[src/rtl/cond_pkg.sv]
// Shared definitions for the conditional-execution unit and the decoder.
// Holds the ARM condition-code enum and the bit positions of each status flag.
package cond_pkg;

    typedef enum logic [3:0] {
        COND_EQ = 4'd0,
        COND_NE = 4'd1,
        COND_CS = 4'd2,
        COND_CC = 4'd3,
        COND_MI = 4'd4,
        COND_PL = 4'd5,
        COND_VS = 4'd6,
        COND_VC = 4'd7,
        COND_HI = 4'd8,
        COND_LS = 4'd9,
        COND_GE = 4'd10,
        COND_LT = 4'd11,
        COND_GT = 4'd12,
        COND_LE = 4'd13,
        COND_AL = 4'd14,
        COND_NV = 4'd15
    } cond_t;

    // Bit positions inside the 5-bit {Q,N,Z,C,V} status word. The low four
    // indices also apply to a bare 4-bit {N,Z,C,V} vector.
    localparam int FLG_Q = 4;
    localparam int FLG_N = 3;
    localparam int FLG_Z = 2;
    localparam int FLG_C = 1;
    localparam int FLG_V = 0;

endpackage

[src/rtl/cond_check.sv]
// Combinational condition evaluator: decides whether a 4-bit ARM condition
// code passes against a {N,Z,C,V} flag vector. Shared with the decoder.
module cond_check (
    input  logic [3:0] cond,
    input  logic [3:0] nzcv,
    output logic       pass
);
    import cond_pkg::*;

    logic n_flag;
    logic z_flag;
    logic c_flag;
    logic v_flag;

    assign n_flag = nzcv[FLG_N];
    assign z_flag = nzcv[FLG_Z];
    assign c_flag = nzcv[FLG_C];
    assign v_flag = nzcv[FLG_V];

    // Map each condition code onto its flag expression; NV never passes.
    always_comb begin
        pass = 1'b0;
        case (cond)
            COND_EQ: pass = z_flag;
            COND_NE: pass = ~z_flag;
            COND_CS: pass = c_flag;
            COND_CC: pass = ~c_flag;
            COND_MI: pass = n_flag;
            COND_PL: pass = ~n_flag;
            COND_VS: pass = v_flag;
            COND_VC: pass = ~v_flag;
            COND_HI: pass = c_flag & ~z_flag;
            COND_LS: pass = ~c_flag | z_flag;
            COND_GE: pass = (n_flag == v_flag);
            COND_LT: pass = (n_flag != v_flag);
            COND_GT: pass = ~z_flag & (n_flag == v_flag);
            COND_LE: pass = z_flag | (n_flag != v_flag);
            COND_AL: pass = 1'b1;
            default: pass = 1'b0;
        endcase
    end

endmodule

[src/rtl/cond_logic.sv]
// Conditional-execution unit: owns the {Q,N,Z,C,V} status register, gates the
// decoder's write/branch requests with the evaluated condition, and counts
// executed and skipped instructions for debug.
// Optional feature macro: COND_STICKY_Q_EN enables the sticky-overflow Q bit;
// without it flags[4] is held at 0 and q_clear is ignored.
module cond_logic #(
    parameter int CNT_W = 16
) (
    input  logic             clk,
    input  logic             rst,
    input  logic             instr_valid,
    input  logic [3:0]       cond,
    input  logic [3:0]       alu_flags,
    input  logic [1:0]       flag_write,
    input  logic             pc_s,
    input  logic             reg_w,
    input  logic             mem_w,
    input  logic             no_write,
    input  logic             q_clear,
    output logic [4:0]       flags,
    output logic             cond_ex,
    output logic             pc_src,
    output logic             reg_write,
    output logic             mem_write,
    output logic [CNT_W-1:0] exec_count,
    output logic [CNT_W-1:0] skip_count
);
    import cond_pkg::*;

    logic [4:0]       flags_q;
    logic [4:0]       flags_d;
    logic [CNT_W-1:0] exec_count_q;
    logic [CNT_W-1:0] exec_count_d;
    logic [CNT_W-1:0] skip_count_q;
    logic [CNT_W-1:0] skip_count_d;
    logic             cond_pass;

    // Conditions are always judged against the registered flags, so an
    // instruction that also writes flags sees the old values.
    cond_check u_cond_check (
        .cond (cond),
        .nzcv (flags_q[3:0]),
        .pass (cond_pass)
    );

    assign cond_ex    = instr_valid & cond_pass;
    assign pc_src     = pc_s & cond_ex;
    assign reg_write  = reg_w & cond_ex & ~no_write;
    assign mem_write  = mem_w & cond_ex;
    assign flags      = flags_q;
    assign exec_count = exec_count_q;
    assign skip_count = skip_count_q;

`ifndef COND_STICKY_Q_EN
    logic unused_q_clear;
    assign unused_q_clear = q_clear;
`endif

    // Next flag value: N,Z and C,V load independently; Q is sticky when enabled.
    always_comb begin
        flags_d = flags_q;
        if (cond_ex & flag_write[1]) begin
            flags_d[FLG_N] = alu_flags[3];
            flags_d[FLG_Z] = alu_flags[2];
        end
        if (cond_ex & flag_write[0]) begin
            flags_d[FLG_C] = alu_flags[1];
            flags_d[FLG_V] = alu_flags[0];
        end
`ifdef COND_STICKY_Q_EN
        if (cond_ex & flag_write[0] & alu_flags[0]) begin
            flags_d[FLG_Q] = 1'b1;
        end else if (instr_valid & q_clear) begin
            flags_d[FLG_Q] = 1'b0;
        end
`else
        flags_d[FLG_Q] = 1'b0;
`endif
    end

    // Next counter values: each valid instruction bumps exactly one counter.
    always_comb begin
        exec_count_d = exec_count_q;
        skip_count_d = skip_count_q;
        if (instr_valid) begin
            if (cond_ex) begin
                exec_count_d = exec_count_q + CNT_W'(1);
            end else begin
                skip_count_d = skip_count_q + CNT_W'(1);
            end
        end
    end

    // State registers; reset overrides any update in the same cycle.
    always_ff @(posedge clk) begin
        if (rst) begin
            flags_q      <= 5'b0;
            exec_count_q <= '0;
            skip_count_q <= '0;
        end else begin
            flags_q      <= flags_d;
            exec_count_q <= exec_count_d;
            skip_count_q <= skip_count_d;
        end
    end

endmodule

[config.mk]
export PLATFORM = sky130hd
export DESIGN_NAME = cond_logic
export DESIGN_NICKNAME = d
export VERILOG_FILES = /design/src/rtl/cond_pkg.sv /design/src/rtl/cond_check.sv /design/src/rtl/cond_logic.sv
export SDC_FILE = /design/constraint.sdc
export NUM_CORES = 1
export LEC_CHECK = 0
export ABC_AREA = 0
export CORE_UTILIZATION = 56
export DETAILED_ROUTE_END_ITERATION = 7
export DONT_BUFFER_PORTS = 1
export GPL_TIMING_DRIVEN = 0
export PLACE_DENSITY = 0.71
export SLEW_MARGIN = 20
export SYNTH_ARGS = -nofsm -noshare
export SYNTH_HDL_FRONTEND = slang
export SYNTH_SLANG_ARGS = --single-unit
[constraint.sdc]
create_clock -name clk -period 9.1 [get_ports clk]
set_input_delay 2.275 -clock clk [delete_from_list [all_inputs] [get_ports clk]]
set_output_delay 2.275 -clock clk [all_outputs]
set_load 0.01 [all_outputs]
# == Word-level counts from Yosys, hierarchy flattened ==
# Index checks and enable logic that the tools add are counted.
# word_totals
word_cells,44
reg_bits,37
# classes
reduce_logical,3
n_mux,1
n_eq_ne,16
bitwise,17
addsub,2
# ops
cell,n
$add 16x1->16 const B,2
$eq 4x4->1 const B,7
$eq 4x3->1 const B,4
$pmux 1 s15,1
$and 1x1->1,9
$eq 4x2->1 const B,2
$not 1->1,6
$eq 4x1->1 const B,1
$logic_not 4->1,1
$reduce_and 2->1,2
$or 1x1->1,2
$eq 1x1->1,1
$ne 1x1->1,1

# == Logic depth before layout (Yosys ltp) ==
# logic_depth
word_depth,6
depth_mapped,9
depth_no_buf,7

# == Modules after synthesis ==
# A second synthesis with hierarchy kept.
# hier_totals
hier_cells,219
hier_area_um2,1849.3
# modules_own_cells
module,area_each_um2,instances,cells_each
cond_logic,1655.3,1,191
cond_check,193.9,1,28

# == Least setup slack after synthesis ==
# No wires, ideal clock.
# synth_timing
path_kind,input -> output
from,input port cond[2]
to,output port mem_write
t_arrival_ps,4242
slack_ps,2583
cell_stages,8
required_time_ps,6825
path_buffers,2
path_cell_list,buf_2 nor4bb_1 or2_1 o31a_1 o31ai_1 inv_1 clkbuf_1 and2_1
# synth_between
elab_chain_len,4
elab_cells_between_ends,18
# synth_lines
item,line,text
"start, declared",cond_logic.sv:12,"input logic [3:0] cond,"
"$eq 4x4->1, or another cell as far along",cond_check.sv:23,case (cond)
$pmux 1 s15 (*),cond_check.sv:23,
$and 1x1->1 (*),cond_logic.sv:46,assign cond_ex = instr_valid & cond_pass;
named net cond_ex,cond_logic.sv:21,"output logic cond_ex,"
$and 1x1->1 (*),cond_logic.sv:49,assign mem_write = mem_w & cond_ex;
"end, declared",cond_logic.sv:24,"output logic mem_write,"
# The timed path passes the listed nets; every way through them passes the cells marked *.

# == Worst setup path in the final report ==
# layout_timing
from,input port cond[2]
to,output port pc_src
# layout_between
elab_chain_len,4
elab_cells_between_ends,18
# layout_lines
item,line,text
"$eq 4x4->1, or another cell as far along",cond_check.sv:23,
$pmux 1 s15 (*),cond_check.sv:23,
$and 1x1->1 (*),cond_logic.sv:46,
named net cond_ex,cond_logic.sv:21,
$and 1x1->1 (*),cond_logic.sv:47,assign pc_src = pc_s & cond_ex;
"end, declared",cond_logic.sv:22,"output logic pc_src,"
# Marked as above.

==> results.md <==
* Outcome: finished, final reports clean
* Pin slew with the least headroom to its limit at 817 ps
* Layout Nets at 270
* Largest net degree at the start of global routing at 12
* Unrepaired setup endpoints after global routing: false
* Leak at 0.702 nW
* Ys Warns at 0
* Top post-synthesis cells by area: dfxtp_1 37%, a21oi_1 5.6%, o21ai_0 4.6%
* Die area at 3730 um^2
* Non-filler cells, final at 297
* Setup Crit Path Kind: input port to output port
* First-pass GRT wire length at 6620 um
* Sequential power share at 0.514
* Cell variety after synth at 46
* Setup Buffers After CTS at 0
* Clock buffer depth at 2
* Peak supply drop at 96.9 uV
* Endpoints failing setup at 0
* Slew Viols, Final at 0
* Worst Hold Class: flop to flop
* Syn avg cell area at 8.05 um^2
* Inst Count DP at 289
* Clk_lat worst skew at 360 ps
* Routed wire length per instance at 14.2 um
* CTS Sinks at 36
* Core Rows at 21
* CP Data Required Time at 6830 ps
* Commonest non-fill, non-tap cell in the layout: dfxtp_1
* CP max-delay cell: o31ai_1
* Post-cts resize count at 0
* Drt via density at between 6 and 7
* Arr. time, crit path at 4630 ps
* Startpoint Class: input port
* Die width at 61.1 um
* Post-Syn Area at 1960 um^2
* Drt pass-1 iters at 4
* Initial antenna violation count at 0
* PD cells at 152 nW/um^2
* Hold buffer count at cts at 0
* P_sw at 0.0778 mW
* Sw frac at 0.243
* Core area at 3340 um^2
* Post-Syn Nets at between 200 and 300
* Clk network pwr share at 0.405
* Layout cells sized above 1 at 0.0677
* WP buf/inv at 3
* Synth Register Bits at 36
* Ports at 59
* DRC viols at 0
* Final hold vios at 0
* Area leader, netlist: dfxtp_1
* Fillers at 323
* # port buffers at 0
* GP Congestion at 0.838
* Clock transition at the registers of the reported paths at around 110 ps
* Min Tclk post-route at 6900 ps
* Largest fanout on the critical path at 10
* Htree depth at 2
* Post-synth ARST share at 0
* Post-synthesis sequential area ratio at 0.369
* Sequential Area at 721 um^2
* Number of synthesized flops with an enable pin at 0
* Via count at 1784
* Max-Cap Viols at 0
* Combinational power share at 0.081
* Layout Skew at 7.07 ps
* Max_slew headroom at 0.451
* Cells after synthesis at 243
* Initial Utilization at 0.586
* Post-Route WL at 4220 um
* TNS Setup at 0 ps
* GRT Total Usage at 0.240
* CP peak stage delay at 710 ps
* Final period util at 0.758
* Layout area overhead at 7.81%
* Vias in the first global route at 1503
* Post-DP HPWL at 3070 um
* Multi-input logic area at 1150 um^2
* Hold Slack at 543 ps
* Die height at 61.1 um
* Antenna Nets Post-Route at 0
* Synth Flop Type: dfxtp_1
* Worst setup EP type: output port
* Number of DRC markers in iteration 0 at between 100 and 150
* Delay-heaviest family, CP: compound AO/OA/AOI/OAI gates
* Global route overflow at 0
* CTS tree: done
* Power Internal at 0.243 mW
* Root Driver: clkbuf_4
* Post-synth top area share at 0.369
* Critical-path cell list: buf_2 -> nor4bb_1 -> or2_1 -> o31a_1 -> o31ai_1 -> inv_1 -> clkbuf_1 -> and2_1
* CTS buffer count at 5
* N_diodes at 0
* Peak Freq at ~140 MHz
* Most frequent cells in the layout: 36 x dfxtp_1, 22 x a21oi_1, 18 x o21ai_0
[synth_stat cells, drive strengths merged, types with 2 or more instances]
cell type  count
xor2           4
and4           2
mux2           3
nand2b         3
ha             2
inv            7
nand3         16
xnor2          8
dfxtp         36
a21oi         22
and3           5
o31a           2
buf            5
or3           11
nor2b          5
nor3b          2
a311oi         2
nor3           3
and2           5
o311ai         2
clkbuf         9
or4            5
nand4          9
nand2         14
o21a           2
o21ai         18
nor2          17
o31ai          5
nor4           3
[power by group through the flow]
stage                     Combinational [mW]  Clock [mW]  Sequential (mW)
after floorplan                       0.0212           0            0.167
after global placement                0.0258           0            0.168
after detailed placement              0.0261           0            0.168
after CTS                             0.0263       0.132            0.165
after global routing                  0.0301       0.137            0.165
final                                 0.0260       0.130            0.165
[final cells by class]
| type | count | area share |
|---|---|---|
| multi-input cells | 186 | 0.544 |
| flip-flops and latches | 36 | 0.342 |
| clock buffers | 7 | 0.0309 |
| plain buffers | 14 | 0.0291 |
| well taps | 46 | 0.0273 |
| clock inverters | 1 | 0.0142 |
| inverters | 7 | 0.0125 |
[layer usage]
layer  track usage  up-vias  routed length [um]
met2         0.393       53                1940
met1         0.303      817                1960
met5             0        -                   0
met3        0.0777        5                 256
li1              -      909                   -
met4        0.0682        0                  53
[worst register-to-register path, cell delays in order, from the launching register on]
cell	delay, ps
dfxtp_1	390
buf_2	200
xor2_1	210
o221ai_1	190
o311a_1	360
o31ai_1	720
clkbuf_1	390
nor2_1	100
mux2_2	280
[cell families after synthesis]
family / share of synthesized area
compound gates: 0.184
xor+xnor: 0.0537
mux: 0.0224
buf+inv: 0.0448
fa+ha+maj: 0.0128
flops: 0.369
other cells: 0.00192
simple gates: 0.312
[final timing paths]
| kind | startpoint | endpoint | slack [ps] | cells past startpoint |
|---|---|---|---|---|
| worst max-delay path | cond[2] | pc_src | 2200 | 8 |
| worst min register to register | skip_count[15] | skip_count[15] | 540 | 2 |
| worst max register to register | flags[3] | exec_count[13] | 6180 | 8 |
| worst min-delay path | skip_count[15] | skip_count[15] | 540 | 2 |
[registers in the layout, summed over array words and instances, names as in the netlist]
name / count
flags: 4
skip_count: 16
exec_count: 16
[through the flow]
stage | util | setup slack [ps] | total power, mW | cell area (um^2)
2_1_floorplan | - | 2580 | 0.189 | 1960
5_1_grt | 0.632 | 1860 | 0.333 | 2110
4_1_cts | 0.632 | 2110 | 0.323 | 2110
3_3_place_gp | 0.603 | 2130 | 0.194 | 2010
6_report | 0.632 | 2200 | 0.320 | 2110
3_5_place_dp | 0.603 | 2110 | 0.194 | 2010
Power figures use the tool's default switching activity.
